<file path="config.mk">
export PLATFORM = sky130hd
export DESIGN_NAME = memory_arbiter
export DESIGN_NICKNAME = d
export VERILOG_FILES = /design/src/rtl/mem_arb_pkg.sv /design/src/rtl/mem_arb_rr.sv /design/src/rtl/memory_arbiter.sv
export SDC_FILE = /design/constraint.sdc
export NUM_CORES = 1
export LEC_CHECK = 0
export CORE_MARGIN = 4
export CORE_UTILIZATION = 42
export DETAILED_ROUTE_END_ITERATION = 10
export HOLD_SLACK_MARGIN = 0.05
export PLACE_DENSITY = 0.79
export SLEW_MARGIN = 20
export SYNTH_ARGS = -nofsm -noshare
export SYNTH_HDL_FRONTEND = slang
export SYNTH_SLANG_ARGS = --single-unit
</file>
<file path="constraint.sdc">
create_clock -name clk -period 2.4 [get_ports clk]
set_input_delay 0.36 -clock clk [delete_from_list [all_inputs] [get_ports clk]]
set_output_delay 0.36 -clock clk [all_outputs]
set_load 0.1 [all_outputs]
</file>
<file path="src/rtl/mem_arb_pkg.sv">
// Shared definitions for the two-port memory arbiter: word width, FSM states and grant encoding.
package mem_arb_pkg;

  localparam int unsigned WORD_W = 13;

  typedef enum logic [1:0] {
    IDLE   = 2'd0,
    ACCESS = 2'd1,
    RESP   = 2'd2
  } state_t;

  typedef enum logic {
    GNT_IF = 1'b0,
    GNT_D  = 1'b1
  } gnt_t;

endpackage

</file>
<file path="src/rtl/mem_arb_rr.sv">
// Two-way round-robin pick: on contention the port not granted last wins.
module mem_arb_rr
  import mem_arb_pkg::*;
(
  input  logic if_req,
  input  logic d_req,
  input  gnt_t last_gnt,
  output gnt_t grant
);

  always_comb begin
    grant = GNT_IF;
    if (if_req && d_req) begin
      if (last_gnt == GNT_IF) grant = GNT_D;
      else                    grant = GNT_IF;
    end else if (d_req) begin
      grant = GNT_D;
    end
  end

endmodule

</file>
<file path="src/rtl/memory_arbiter.sv">
// Arbitrates an instruction-fetch port and a data port onto one Main_Memory interface,
// one transaction at a time, with a bounded wait for mem_Done.
module memory_arbiter #(
  parameter int unsigned WORD_W  = mem_arb_pkg::WORD_W,
  parameter int unsigned TIMEOUT = 16
) (
  input  logic              clk,
  input  logic              reset,
  input  logic              if_req,
  input  logic [WORD_W-1:0] if_addr,
  output logic [WORD_W-1:0] if_rdata,
  output logic              if_done,
  input  logic              d_req,
  input  logic              d_we,
  input  logic [WORD_W-1:0] d_addr,
  input  logic [WORD_W-1:0] d_wdata,
  output logic [WORD_W-1:0] d_rdata,
  output logic              d_done,
  output logic [WORD_W-1:0] mem_address,
  output logic [WORD_W-1:0] mem_dataIn,
  output logic              mem_read,
  output logic              mem_write,
  output logic              mem_instruction,
  input  logic [WORD_W-1:0] mem_dataOut,
  input  logic              mem_Done,
  output logic              busy,
  output logic              timeout_err
);

  import mem_arb_pkg::*;

  localparam int unsigned     CW       = $clog2(TIMEOUT + 1);
  localparam logic [CW-1:0]   CNT_LAST = CW'(TIMEOUT - 1);

  state_t            state, state_nxt;
  gnt_t              last_gnt, gnt_sel, port;
  logic              we;
  logic [WORD_W-1:0] addr, wdata;
  logic [CW-1:0]     wait_cnt;
  logic              expired;

  mem_arb_rr u_rr (
    .if_req  (if_req),
    .d_req   (d_req),
    .last_gnt(last_gnt),
    .grant   (gnt_sel)
  );

  assign expired = (wait_cnt == CNT_LAST);

  always_ff @(posedge clk) begin
    if (reset) begin
      state       <= IDLE;
      last_gnt    <= GNT_IF;
      port        <= GNT_IF;
      we          <= 1'b0;
      addr        <= '0;
      wdata       <= '0;
      wait_cnt    <= '0;
      if_rdata    <= '0;
      d_rdata     <= '0;
      timeout_err <= 1'b0;
    end else begin
      state <= state_nxt;
      case (state)
        IDLE: begin
          if (if_req || d_req) begin
            port     <= gnt_sel;
            last_gnt <= gnt_sel;
            wait_cnt <= '0;
            if (gnt_sel == GNT_D) begin
              addr  <= d_addr;
              wdata <= d_wdata;
              we    <= d_we;
            end else begin
              addr  <= if_addr;
              wdata <= '0;
              we    <= 1'b0;
            end
          end
        end
        ACCESS: begin
          // A timed-out read returns zero to the port instead of stale memory data.
          if (mem_Done || expired) begin
            if (!mem_Done) timeout_err <= 1'b1;
            if (!we) begin
              if (port == GNT_IF) if_rdata <= mem_Done ? mem_dataOut : '0;
              else                d_rdata  <= mem_Done ? mem_dataOut : '0;
            end
          end else begin
            wait_cnt <= wait_cnt + 1'b1;
          end
        end
        default: ;
      endcase
    end
  end

  always_comb begin
    state_nxt       = state;
    busy            = (state != IDLE);
    mem_address     = '0;
    mem_dataIn      = '0;
    mem_read        = 1'b0;
    mem_write       = 1'b0;
    mem_instruction = 1'b0;
    if_done         = 1'b0;
    d_done          = 1'b0;
    case (state)
      IDLE: begin
        if (if_req || d_req) state_nxt = ACCESS;
      end
      ACCESS: begin
        mem_address     = addr;
        mem_read        = !we;
        mem_write       = we;
        mem_instruction = (port == GNT_IF);
        if (we) mem_dataIn = wdata;
        if (mem_Done || expired) state_nxt = RESP;
      end
      RESP: begin
        if_done   = (port == GNT_IF);
        d_done    = (port == GNT_D);
        state_nxt = IDLE;
      end
      default: state_nxt = IDLE;
    endcase
  end

endmodule

</file>
==> metrics.md <==
| Metric | Value |
|---|---|
| Status | finished clean |
| GRT Util Overall | 19.5% |
| Pwr dens | 623 nW/um^2 |
| Worst EP required | 2.62 ns |
| Peak VDD IR | 0.460 mV |
| Max Fclk | 461 MHz |
| Worst Setup SP | wait_cnt[0] |
| Post-Syn Nets | 333 |
| First-pass GRT wire length | 11,900 um |
| FF-to-FF End | if_rdata[2] |
| WS Path Type | flop to flop |
| Psw | 0.799 mW |
| Worst hold slack | 0.460 ns |
| Seq cells post-synth | 62 |
| Gr ovfl total | 0 |
| Die ar. | 7880 sq um |
| Hold EP | addr[0] |
| Row count | 29 |
| Initial Util | 43.2% |
| CP Data Arrival Time | 2.39 ns |
| Hold path cells | 1 |
| Worst-Margin Slew | 0.739 ns |
| DRC violation count after routing | 0 |
| Min-delay src | addr[0] |
| Post-CTS Setup Repair Bufs | 0 |
| Port bufs | 116 |
| Diode count | 0 |
| Yosys warnings | 0 |
| CP startpoint kind | flop |
| Layout cell share with drive strength beyond 1 | 23.0% |
| Origin of the critical flop-to-flop path | wait_cnt[0] |
| Cts bufs inserted | 9 |
| Total number of vias | 2,497 |
| Slew HR | 50.8% |
| Vias in the first global route | 2,449 |
| First-pass detailed-route iteration total | 4 |
| Skew final | 0.0111 ns |
| Core area | 6350 sq um |
| Setup crit end kind | flop |
| Cell count after synthesis | 273 |
| CP max FO | 14 |
| Synth unique cells | 38 |
| CTS tree | built |
| H-tree depth | 3 |
| Worst-path clk slew | 0.08 ns |
| Final net count | 442 |
| Gate power share | 20.9% |
| Setup violators final | 0 |
| Net Sw Frac | 29.4% |
| Vias/cell | 5.38 |
| Hold Buf Count CTS | 0 |
| Wirelength per Cell | 16.2 um |
| Placed Instance Area | 4130 sq um |
| Hold Crit Class | flop to flop |
| Die width | 88.8 um |
| Io pins | 117 |
| Quantity of gates resized following cts | 0 |
| Clock Power Share | 38.2% |
| Max Cap Violations | 0 |
| Post-Route WL | 7520 um |
| Antenna violations before repair | 0 |
| R2R Setup Slk | 0.23 ns |
| Tcrit/Tclk final | 90.4% |
| Layout area overhead | 59.3% |
| Initial DRC count | 108 |
| Worst-Skew Late Latency | 0.33 ns |
| P_leak | 1.88 nW |
| Flop pwr share | 40.9% |
| Placer Congestion | 0.797 |
| Tot Pwr | 2.72 mW |
| Hold Fails Final Rpt | 0 |
| Max-slew violations | 0 |
| Fin crit period | 2.17 ns |
| Sequential cell area fraction in the yosys report | 45.3% |
| Synthesized cell area | 2740 sq um |
| Clock root buffer master | clkbuf_8 |
| Largest area contributor in the netlist | dfxtp_1 |
| Worst reg2reg path depth | 7 |
| Die height | 88.8 um |
| Number of routed nets with antenna violations | 0 |
| Clock buffer depth | 2 |
| Layout Cell Area excl Fill | 4360 sq um |
| Unrepaired setup endpoints after global routing | false |
| Largest net degree at the start of global routing | 30 |
| Post-synth top area share | 45.3% |
| Dominant cells by area after synthesis | dfxtp_1 45%, mux2i_1 9.9%, a22o_1 4.5% |
| DP Wirelength | 5410 um |
| Cell Int Power | 1.92 mW |
| Synth Area per Inst | 10.0 sq um |
| Sink Count | 62 |
==> logic make-up after synthesis <==
family | count (synthesis) | share of synthesized area (%)
buffers and inverters | 33 | 6.26
muxes | 27 | 9.86
adders and majority gates | 2 | 0.913
and+or+nand+nor | 91 | 20.2
AOI/OAI and AO/OA | 58 | 17.5
DFF | 62 | 45.3
==> critical path, cell delays in order, from the launching register on <==
cell      delay [ns]
dfxtp_1         0.37
ha_1            0.19
and3_1          0.16
ha_1            0.23
o21bai_1        0.09
buf_4           0.19
or3_1           0.52
a31o_1          0.29
==> area by class of cell <==
type,count,area (sq um)
fillers,511,1990
repair buffers,125,1430
multi-input cells,178,1340
flip-flops and latches,62,1240
clock buffers,10,138
well taps,77,96.3
clock inverters,6,93.8
inverters,6,22.5
==> cells in the mapped netlist <==
master / n
or3b_1: 1
nand3_1: 2
a22o_1: 14
nor2_1: 6
buf_6: 3
a211oi_1: 2
nor3_1: 1
or4b_1: 1
o211ai_1: 4
inv_1: 6
nand4b_1: 1
and3_1: 15
nand2_1: 14
a31o_1: 13
a21oi_1: 5
or3_1: 2
a21o_1: 1
buf_12: 1
buf_2: 7
o211a_1: 1
o21bai_1: 2
mux2i_1: 27
nor3b_1: 2
ha_1: 2
a21boi_2: 1
nor2b_1: 1
or2_0: 1
nand2b_4: 1
nor4_1: 13
clkbuf_1: 16
nor4b_1: 1
dfxtp_1: 62
a211o_1: 1
nand3b_1: 13
a31oi_1: 1
and2_1: 14
o2bb2ai_1: 13
nand2b_1: 2
==> power by group through the flow <==
stage / Sequential [mW] / Combinational [mW] / Clock (mW)
global route: 1.12 / 0.600 / 1.12
CTS: 1.11 / 0.573 / 1.07
detailed placement: 1.14 / 0.571 / 0
finish: 1.11 / 0.569 / 1.04
floorplan: 1.18 / 0.311 / 0
global placement: 1.13 / 0.564 / 0
==> routing by layer <==
metal / part of all wire (%) / global-route usage [%] / vias to the layer above / wire length, um
li1: - / - / 1225 / -
met1: 42 / 24.6 / 1167 / 3170
met2: 46 / 29.8 / 99 / 3440
met3: 11 / 7.82 / 6 / 844
met4: 0.94 / 7.42 / 0 / 71
met5: 0 / 0 / - / 0
==> worst max path at each step <==
stage,endpoint,slack [ns],cells after the start
finish,if_rdata[2],0.23,7
CTS,if_rdata[2],0.22,7
floorplan,mem_instruction,-0.08,5
global placement,if_rdata[10],0.33,7
global route,if_rdata[4],0.06,7
detailed placement,if_rdata[9],0.25,7
==> layout by cell type (no fill, tap or decap), types with 4 or more instances in the layout <==
cell,instances
o2bb2ai_1,13
and3_1,15
inv_1,6
nand3b_1,13
o211ai_1,4
a31o_1,13
and2_1,14
nand2_1,14
buf_4,40
dfxtp_1,62
a22o_1,14
clkdlybuf4s50_1,57
nor4_1,13
nor2_1,6
a21oi_1,4
buf_12,28
mux2i_1,27
clkbuf_8,10
==> registers in the layout (all words and copies together), names as in the netlist <==
name,count
if_rdata,13
timeout_err,1
port,1
wait_cnt,5
d_rdata,13
we,1
wdata,13
addr,13
state,2
==> metrics by stage <==
| stage | std cells | worst slack [ns] | TNS, ns | utilization, % |
|---|---|---|---|---|
| 2_1_floorplan | 273 | -0.0770 | -0.154 | - |
| 6_report | 464 | 0.231 | 0 | 68.7 |
| 3_3_place_gp | 448 | 0.326 | 0 | 65.1 |
| 4_1_cts | 464 | 0.220 | 0 | 68.7 |
| 3_5_place_dp | 448 | 0.246 | 0 | 65.1 |
| 5_1_grt | 464 | 0.0559 | 0 | 68.7 |
Power figures use the tool's default switching activity.
